===== src/rtl/stream_out_fifo_pkg.sv =====
// Shared types and defaults for the stream output FIFO.
package stream_out_fifo_pkg;

  typedef enum logic [1:0] {
    IDLE   = 2'd0,
    ACTIVE = 2'd1,
    DRAIN  = 2'd2
  } frame_state_e;

  localparam int FRAME_LEN_DEFAULT = 4;

endpackage


===== src/rtl/sync_fifo_mem.sv =====
// DEPTH x W register array with one synchronous write port and an asynchronous read port.
module sync_fifo_mem #(
  parameter int W     = 33,
  parameter int DEPTH = 8,
  parameter int AW    = $clog2(DEPTH)
) (
  input  logic          clk_i,
  input  logic          we_i,
  input  logic [AW-1:0] waddr_i,
  input  logic [W-1:0]  wdata_i,
  input  logic [AW-1:0] raddr_i,
  output logic [W-1:0]  rdata_o
);

  // Storage is intentionally not reset; the head is qualified by occupancy upstream.
  logic [W-1:0] mem_q [DEPTH];

  always_ff @(posedge clk_i) begin
    if (we_i) begin
      mem_q[waddr_i] <= wdata_i;
    end
  end

  assign rdata_o = mem_q[raddr_i];

endmodule


===== src/rtl/stream_out_fifo.sv =====
// Frame-aware output FIFO between the stream controller and an AXI-Stream DMA master port.
// state  | meaning
// IDLE   | no frame in progress, FIFO empty of framed data
// ACTIVE | frame being pushed, last word not yet seen
// DRAIN  | last word pushed, upstream held off until it pops
module stream_out_fifo
  import stream_out_fifo_pkg::*;
#(
  parameter int DW        = 32,
  parameter int DEPTH     = 8,
  parameter int FRAME_LEN = FRAME_LEN_DEFAULT
) (
  input  logic                     clk_i,
  input  logic                     rst_ni,
  input  logic                     in_valid_i,
  input  logic [DW-1:0]            in_data_i,
  input  logic                     in_last_i,
  output logic                     in_ready_o,
  output logic                     m_axis_tvalid_o,
  output logic [DW-1:0]            m_axis_tdata_o,
  output logic                     m_axis_tlast_o,
  input  logic                     m_axis_tready_i,
  output logic                     frame_done_o,
  output logic                     len_err_o,
  output logic [$clog2(DEPTH):0]   word_cnt_o
);

  localparam int AW  = $clog2(DEPTH);
  localparam int CW  = AW + 1;
  localparam int FCW = $clog2(FRAME_LEN + 1) + 1;

  frame_state_e   state_q, state_d;
  logic [AW-1:0]  wr_ptr_q, wr_ptr_d;
  logic [AW-1:0]  rd_ptr_q, rd_ptr_d;
  logic [CW-1:0]  cnt_q, cnt_d;
  logic [FCW-1:0] fcnt_q, fcnt_d;
  logic [FCW-1:0] fcnt_inc;
  logic           len_err_q, len_err_d;
  logic           done_q, done_d;
  logic           push, pop;
  logic [DW:0]    head;

  sync_fifo_mem #(
    .W     (DW + 1),
    .DEPTH (DEPTH)
  ) u_mem (
    .clk_i   (clk_i),
    .we_i    (push),
    .waddr_i (wr_ptr_q),
    .wdata_i ({in_last_i, in_data_i}),
    .raddr_i (rd_ptr_q),
    .rdata_o (head)
  );

  assign in_ready_o      = (cnt_q < CW'(DEPTH)) && (state_q != DRAIN);
  assign m_axis_tvalid_o = (cnt_q != '0);
  assign m_axis_tdata_o  = head[DW-1:0];
  assign m_axis_tlast_o  = head[DW] & m_axis_tvalid_o;
  assign frame_done_o    = done_q;
  assign len_err_o       = len_err_q;
  assign word_cnt_o      = cnt_q;

  assign push = in_valid_i & in_ready_o;
  assign pop  = m_axis_tvalid_o & m_axis_tready_i;

  // Saturating so an overlong frame can never wrap back onto FRAME_LEN.
  assign fcnt_inc = (fcnt_q == '1) ? fcnt_q : fcnt_q + 1'b1;

  always_comb begin
    wr_ptr_d  = wr_ptr_q;
    rd_ptr_d  = rd_ptr_q;
    cnt_d     = cnt_q;
    fcnt_d    = fcnt_q;
    len_err_d = len_err_q;
    done_d    = pop & m_axis_tlast_o;
    state_d   = state_q;

    if (push) wr_ptr_d = wr_ptr_q + 1'b1;
    if (pop)  rd_ptr_d = rd_ptr_q + 1'b1;

    case ({push, pop})
      2'b10:   cnt_d = cnt_q + 1'b1;
      2'b01:   cnt_d = cnt_q - 1'b1;
      default: cnt_d = cnt_q;
    endcase

    if (push) begin
      if (in_last_i) begin
        fcnt_d = '0;
        if (fcnt_inc != FCW'(FRAME_LEN)) len_err_d = 1'b1;
      end else begin
        fcnt_d = fcnt_inc;
      end
    end

    case (state_q)
      IDLE: begin
        if (push) state_d = in_last_i ? DRAIN : ACTIVE;
      end
      ACTIVE: begin
        if (push && in_last_i) state_d = DRAIN;
      end
      DRAIN: begin
        if (pop && m_axis_tlast_o) state_d = IDLE;
      end
      default: state_d = IDLE;
    endcase
  end

  always_ff @(posedge clk_i or negedge rst_ni) begin
    if (!rst_ni) begin
      state_q   <= IDLE;
      wr_ptr_q  <= '0;
      rd_ptr_q  <= '0;
      cnt_q     <= '0;
      fcnt_q    <= '0;
      len_err_q <= 1'b0;
      done_q    <= 1'b0;
    end else begin
      state_q   <= state_d;
      wr_ptr_q  <= wr_ptr_d;
      rd_ptr_q  <= rd_ptr_d;
      cnt_q     <= cnt_d;
      fcnt_q    <= fcnt_d;
      len_err_q <= len_err_d;
      done_q    <= done_d;
    end
  end

endmodule


===== config.mk =====
export PLATFORM = sky130hd
export DESIGN_NAME = stream_out_fifo
export DESIGN_NICKNAME = d
export VERILOG_FILES = /design/src/rtl/stream_out_fifo_pkg.sv /design/src/rtl/sync_fifo_mem.sv /design/src/rtl/stream_out_fifo.sv
export SDC_FILE = /design/constraint.sdc
export NUM_CORES = 1
export LEC_CHECK = 0
export CAP_MARGIN = 20
export CELL_PAD_IN_SITES_DETAIL_PLACEMENT = 0
export CELL_PAD_IN_SITES_GLOBAL_PLACEMENT = 1
export CORE_MARGIN = 3
export CORE_UTILIZATION = 40
export DETAILED_ROUTE_END_ITERATION = 8
export PLACE_DENSITY = 0.64
export SYNTH_ARGS = -nofsm -noshare
export SYNTH_HDL_FRONTEND = slang
export SYNTH_HIERARCHICAL = 1
export SYNTH_SLANG_ARGS = --single-unit
export TNS_END_PERCENT = 30

===== constraint.sdc =====
create_clock -name clk_i -period 5.11 [get_ports clk_i]
set_input_delay 0.511 -clock clk_i [delete_from_list [all_inputs] [get_ports clk_i]]
set_output_delay 0.511 -clock clk_i [all_outputs]
set_load 0.05 [all_outputs]

==> results of run 1 <==
worst max path at each step:
stage | from | to | slack (ns)
after detailed placement | rd_ptr_q[0] | m_axis_tdata_o[1] | 1.65
after global routing | rd_ptr_q[0] | m_axis_tdata_o[3] | 0.97
final | rd_ptr_q[0] | m_axis_tdata_o[1] | 1.17
after CTS | rd_ptr_q[0] | m_axis_tdata_o[1] | 1.08
after global placement | rd_ptr_q[0] | m_axis_tdata_o[3] | 1.67
after floorplan | word_cnt_o[3] | u_mem/mem_q[0][0] | 0.33
worst register-to-register path, cell delays in order, from the launching register on:
cell      delay, ns
dfrtp_1        0.40
nor2b_1        0.15
nor2_1         0.13
nand2_1        0.13
inv_2          0.24
nand2b_1       0.28
nor2_4         0.76
buf_4          0.42
sequential cells by signal, summed over array words and instances (netlist names):
signal	count
fcnt_q	4
state_q	2
len_err_o	1
word_cnt_o	4
wr_ptr_q	3
frame_done_o	1
u_mem/mem_q	264
rd_ptr_q	3
kinds of logic after synthesis:
kind of cell / count (synthesis) / share of synthesized area, %
muxes: 103 / 17.65
xor gates and xnor gates: 9 / 0.7214
AOI/OAI and AO/OA: 14 / 0.8818
buffers and inverters: 25 / 1.351
adders and majority gates: 6 / 0.6870
and+or+nand+nor: 43 / 2.038
DFF: 282 / 76.67
per-stage QoR:
| step | instances | cell area (µm²) | total power [mW] | utilization, % |
|---|---|---|---|---|
| after global routing | 936 | 13210 | 8.713 | 49.98 |
| after floorplan | 482 | 10930 | 5.218 | - |
| after detailed placement | 883 | 12140 | 6.133 | 45.92 |
| after CTS | 936 | 13210 | 8.464 | 49.98 |
| final | 937 | 13210 | 8.342 | 49.99 |
| after global placement | 883 | 12140 | 6.082 | 45.92 |
where the power goes:
group,switching [mW],internal [mW],total [mW]
logic,1.57,1.26,2.83
registers,0.389,2.81,3.20
clock network,0.829,1.49,2.32
total,2.78,5.56,8.34
synth_stat cells (2+ instances only):
master	n
nand2_1	8
nand3_1	5
buf_2	7
inv_1	3
buf_6	6
nand2b_1	5
mux2_2	35
a21oi_1	6
nor2_1	11
xor2_1	5
edfxtp_1	264
nor3_1	4
clkbuf_1	7
xnor2_1	4
ha_1	6
dfrtp_1	18
nor2b_1	2
mux4_1	6
mux4_2	60
layout make-up:
class                           count  area, µm²  area share [%]
Sequential cell                   282       8387           63.49
Multi-Input combinational cell    175       2456           18.59
Timing Repair Buffer               87      858.3           6.497
Clock buffer                       30      729.5           5.522
Tap cell                          335      419.2           3.173
Clock inverter                     23      342.8           2.595
Inverter                            4      15.01          0.1137
Antenna cell                        1      2.502         0.01894
per-layer routing:
layer / vias up / track usage, % / wire [µm]
met5: - / 0 / 27
met4: 4 / 3.149 / 368
met3: 34 / 3.034 / 937
met2: 107 / 26.32 / 10990
met1: 2709 / 18.91 / 8885
li1: 2215 / - / -
==> run metrics, run 1 <==
run status=finished, final reports clean; Reg2Reg Depth=7; CP Launch Type=flip-flop; Critical Path End Type=output port; initial antenna violation count=2; Final min period=about 3.9 ns; setup repair bufs after CTS=0; antenna viol nets, final=0; post-synthesis cell count=482; Mapped Nets=525; Post-DP HPWL=around 12000 µm; Setup Crit Path Kind=reg2out; share of layout cells above drive strength 1=roughly 28%; Die W=171.3 µm; Root Driver=clkbuf_16; Max rail drop VDD=between 0.3 and 0.4 mV; Port Buffers=between 70 and 80; Layout Nets=just over 600; number of vias in the routed layout=around 5000; CP top delay family=buffers and inverters; worst slack at placement=1.652 ns; largest net degree at the start of global routing=68; Clk Latency, worst-skew pair=roughly 0.52 ns; Crit path arrival time=3.43 ns; vias in the first global route=about 5500; count of final setup violators=0; I/O pins=78; Routed WL=between 20000 and 25000 µm; WP buf/inv=2; WL per Instance=22.64 µm; Max Buffers Root-to-Sink=3; EDFF count, synth=between 200 and 300; Crit-path slowest cell=dfrtp_4; Stages on worst setup path=4; Die H=~170 µm; Final period util=77.04%; Largest stage delay, worst path=a little under 0.9 ns; Synth Register Bits=roughly 280; setup slack after layout=~1.2 ns; H-tree levels=1; core footprint=26430 µm²; die area=between 20000 and 30000 µm²; DR pass1 iterations=4; WHS=between 0.4 and 0.5 ns; ys async rst share=around 6.4%; leakage power=about 4.3 nW; clock slew at reported path FFs=0.06 ns; Worst Path Max Fanout=35; first-pass GRT wire length=about 33000 µm; worst min-delay path class=in2async; Critical R2R Launch=state_q[1]; Final Hold Fails=0; clock sinks=about 280; Site Rows=59; commonest non-fill, non-tap cell in the layout=edfxtp_1; P&R area growth vs syn=20.90%; worst path required time=~4.6 ns; RSZ-0062 raised after global routing=no; Residual DRC=0; FMAX=roughly 0.25 GHz; reg2reg setup slack=~2.3 ns; share of the synthesized area in the top cell type=72.55%; Inserted Clock Buffers=29; initial core utilization=41.35%; Post-Syn Area=10930 µm²; power per cell area=approximately 630 nW/µm²; proportion of synthesized chip area in sequential cells=76.67%; vias per cell=roughly 5.4; most frequent cells in the layout=edfxtp_1, clkdlybuf4s50_1, mux4_2; MaxCap Viol Count=0; Fillers=about 2100; GRT overflow=0; Final TNS setup=0 ns; reg-to-reg endpoint=u_mem/mem_q[1][17]; Synthesis Warnings=6; syn avg cell area=22.67 µm²; Post-CTS Resized=0; dominant cell type by area after synthesis=edfxtp_1; number of DRC markers in iteration 0=370; Final Slew Violations=0; Clock Skew=between 0.006 and 0.007 ns; CTS tree=done; Least-Margin Pin Slew=between 1 and 1.5 ns; worst-path cell chain=buf_12, mux4_1, mux2_2, clkdlybuf4s50_1; Unique masters post-synth=39; final weighted congestion in routability-driven placement=roughly 0.68; largest cells by area after synthesis=edfxtp_1, mux4_2, dfrtp_1; hold buffer count at cts=0; GRT Util Overall=between 10% and 20%; Top FF cell, synth=edfxtp_1; Slew headroom=approximately 27%
Note: power is estimated with default switching activity, not from simulation.
==> run 2, diff against run 1 <==
--- a/config.mk
+++ b/config.mk
@@ -11,7 +11,7 @@
 export CORE_MARGIN = 3
 export CORE_UTILIZATION = 40
 export DETAILED_ROUTE_END_ITERATION = 8
-export PLACE_DENSITY = 0.64
+export PLACE_DENSITY = 0.66
 export SYNTH_ARGS = -nofsm -noshare
 export SYNTH_HDL_FRONTEND = slang
 export SYNTH_HIERARCHICAL = 1
==> constraint.sdc (replaced) <==
create_clock -name clk_i -period 3.6 [get_ports clk_i]
set_input_delay 0.36 -clock clk_i [delete_from_list [all_inputs] [get_ports clk_i]]
set_output_delay 0.36 -clock clk_i [all_outputs]
set_load 0.05 [all_outputs]
==> run 2 against run 1 <==
- wire length decreased by 1.0%
- combinational power increased by 54%
- clock power increased by 26%
- cell area rose by 0.34%
- clock-buffer cell count up 5
- setup slack worse by 0.91 ns
- largest cell class unchanged
- largest power group is now combinational logic
==> run metrics, run 2 (synthesis results as in run 1) <==
run status=finished, final reports clean; Reg with most FFs=u_mem/mem_q; # diodes=0 (-1); Clk Latency, worst-skew pair=0.54 ns (+0.02 ns); die area=29340 µm² (unchanged); Worst Path Max Fanout=12 (-66%); Final Hold Fails=0 (unchanged); MaxCap Viol Count=0 (unchanged); first-pass GRT wire length=32310 µm (-1.3%); share of layout cells above drive strength 1=27.26% (-0.36 points); Setup Crit Path Kind=reg2out; Final min period=~3.3 ns; Die W=171.3 µm (unchanged); Site Rows=59 (unchanged); Finished Cell Area=13260 µm² (+0.34%); Inserted Clock Buffers=30 (+3.4%); most frequent cells in the layout=edfxtp_1, clkdlybuf4s50_1, mux4_2; Final Util=50.16% (+0.17 points); Multi-input gate area=2469 µm² (+0.51%); DR pass1 iterations=4 (unchanged); number of DRC markers in iteration 0=269 (-27%); hold buffer count at cts=0 (unchanged); GRT Util Overall=14.62% (-0.16 points); Slew headroom=43.79% (+17 points); worst-path cell chain=buf_4, mux4_2, mux2_2, clkdlybuf4s50_1; FMAX=0.3000 GHz; CTS tree=done; P&R area growth vs syn=21.31%; clock slew at reported path FFs=0.06 ns (about the same); Max Buffers Root-to-Sink=3 (unchanged); Routed WL=21000 µm (-1.0%); final weighted congestion in routability-driven placement=0.6937 (+2.3%); fin cells=944 (+0.75%); Sw Share=34.25% (+0.89 points); Final period util=between 90% and 100%; H-tree levels=1 (unchanged); worst path required time=3.24 ns (-1.36 ns); Placed Instance Area=12300 µm² (+1.4%); Die H=171.3 µm (unchanged); Residual DRC=0 (unchanged); antenna viol nets, final=0 (unchanged); Clock Skew=0.009528 ns (+0.002794 ns); commonest non-fill, non-tap cell in the layout=edfxtp_1; CP Launch Type=flip-flop; Least-Margin Pin Slew=0.8405 ns (-0.2555 ns); final total power=11.60 mW (+39%); number of vias in the routed layout=5061 (-0.16%); combinational power share=37.6% (+3.7 points); Max rail drop VDD=0.6641 mV (+71%); GRT overflow=0 (unchanged); Crit-path slowest cell=clkdlybuf4s50_1; setup repair bufs after CTS=0 (unchanged); WP buf/inv=2 (unchanged); Internal Power=7.629 mW (+37%); vias per cell=5.361 (-0.90%); Critical Path End Type=output port; worst min-delay path class=in2async; initial core utilization=41.35% (unchanged); Crit path arrival time=2.97 ns (-0.46 ns); Post-CTS Resized=0 (unchanged); CP top delay family=buffers and inverters; WL per Instance=22.24 µm (-1.8%); count of final setup violators=0 (unchanged); Port Buffers=77 (unchanged); core footprint=26430 µm² (unchanged); clock share of power=25.3% (-2.5 points); RSZ-0062 raised after global routing=no; Post-DP HPWL=12010 µm (+1.8%); max reg flops=264 (unchanged); initial antenna violation count=0 (-2); largest net degree at the start of global routing=35 (-49%); dpl cells=889 (+0.68%); Layout Nets=629 (+1.1%); Largest stage delay, worst path=0.71 ns (-0.18 ns); leakage power=4.274 nW (about the same); clock sinks=282 (unchanged); Fillers=2148 (+2.5%); power per cell area=875.3 nW/µm² (+39%); Root Driver=clkbuf_16; Final Slew Violations=0 (unchanged); Reg power frac=37.2% (-1.1 points); vias in the first global route=5441 (-1.9%); WHS=0.3107 ns (-0.1693 ns); sequential cell area=8384 µm² (about the same); I/O pins=78 (unchanged); Psw=3.974 mW (+43%)
## run 2: cell types whose count changed in the layout (fill, tap and decap cells not counted), sizes merged
cell    before  now
buf         10   16
bufinv       9    3
clkbuf      30   35
clkinv      13   17
diode        1    0
inv          5    4
## run 2: area by class of cell
class	instances	share of cell area (%)
clock inverter	20	1.218
inverter	4	0.1133
multi-input combinational	175	18.62
sequential	282	63.25
clock buffer	35	5.966
timing repair buffer	93	7.665
tap	335	3.162
## run 2: worst register-to-register path, delay by kind of cell (launching register included)
kind / cells / cell delay, ns
compound gates: 1 / 0.14
xor+xnor: 3 / 0.48
fa+ha+maj: 2 / 0.44
flops: 1 / 0.46
simple gates: 3 / 0.84
## run 2: path summary, 6_finish.rpt
check	slack, ns	cells after the start	from	endpoint
worst min register to register	0.46	1	state_q[1]	state_q[0]
worst max register to register	1.11	9	word_cnt_o[1]	word_cnt_o[2]
min in group clk_i	0.46	1	state_q[1]	state_q[0]
worst min-delay path	0.31	1	rst_ni	word_cnt_o[2]
worst max-delay path	0.27	4	rd_ptr_q[0]	m_axis_tdata_o[22]
max in group asynchronous	2.67	1	rst_ni	rd_ptr_q[0]
## run 2: metrics by stage
step	TNS [ns]	setup slack [ns]
6_report	0	0.2669
5_1_grt	0	0.1265
4_1_cts	0	0.1918
3_5_place_dp	0	0.7744
3_3_place_gp	0	0.7965
2_1_floorplan	-68.24	-0.2932
## run 2: power by group through the flow
stage	combinational, mW	sequential [mW]	clock [mW]
floorplan	3.12	4.29	0
global placement	4.39	4.36	0
detailed placement	4.42	4.39	0
CTS	4.44	4.33	3.00
global route	4.62	4.37	3.14
finish	4.36	4.31	2.93
## run 2: layer usage
layer | share of wire (%) | track usage, % | up-vias
met3 | 2.7 | 2.114 | 35
met1 | 44 | 19.78 | 2702
met2 | 51 | 25.23 | 93
li1 | - | - | 2231
met4 | 2.2 | 3.709 | 0
met5 | 0 | 0 | -
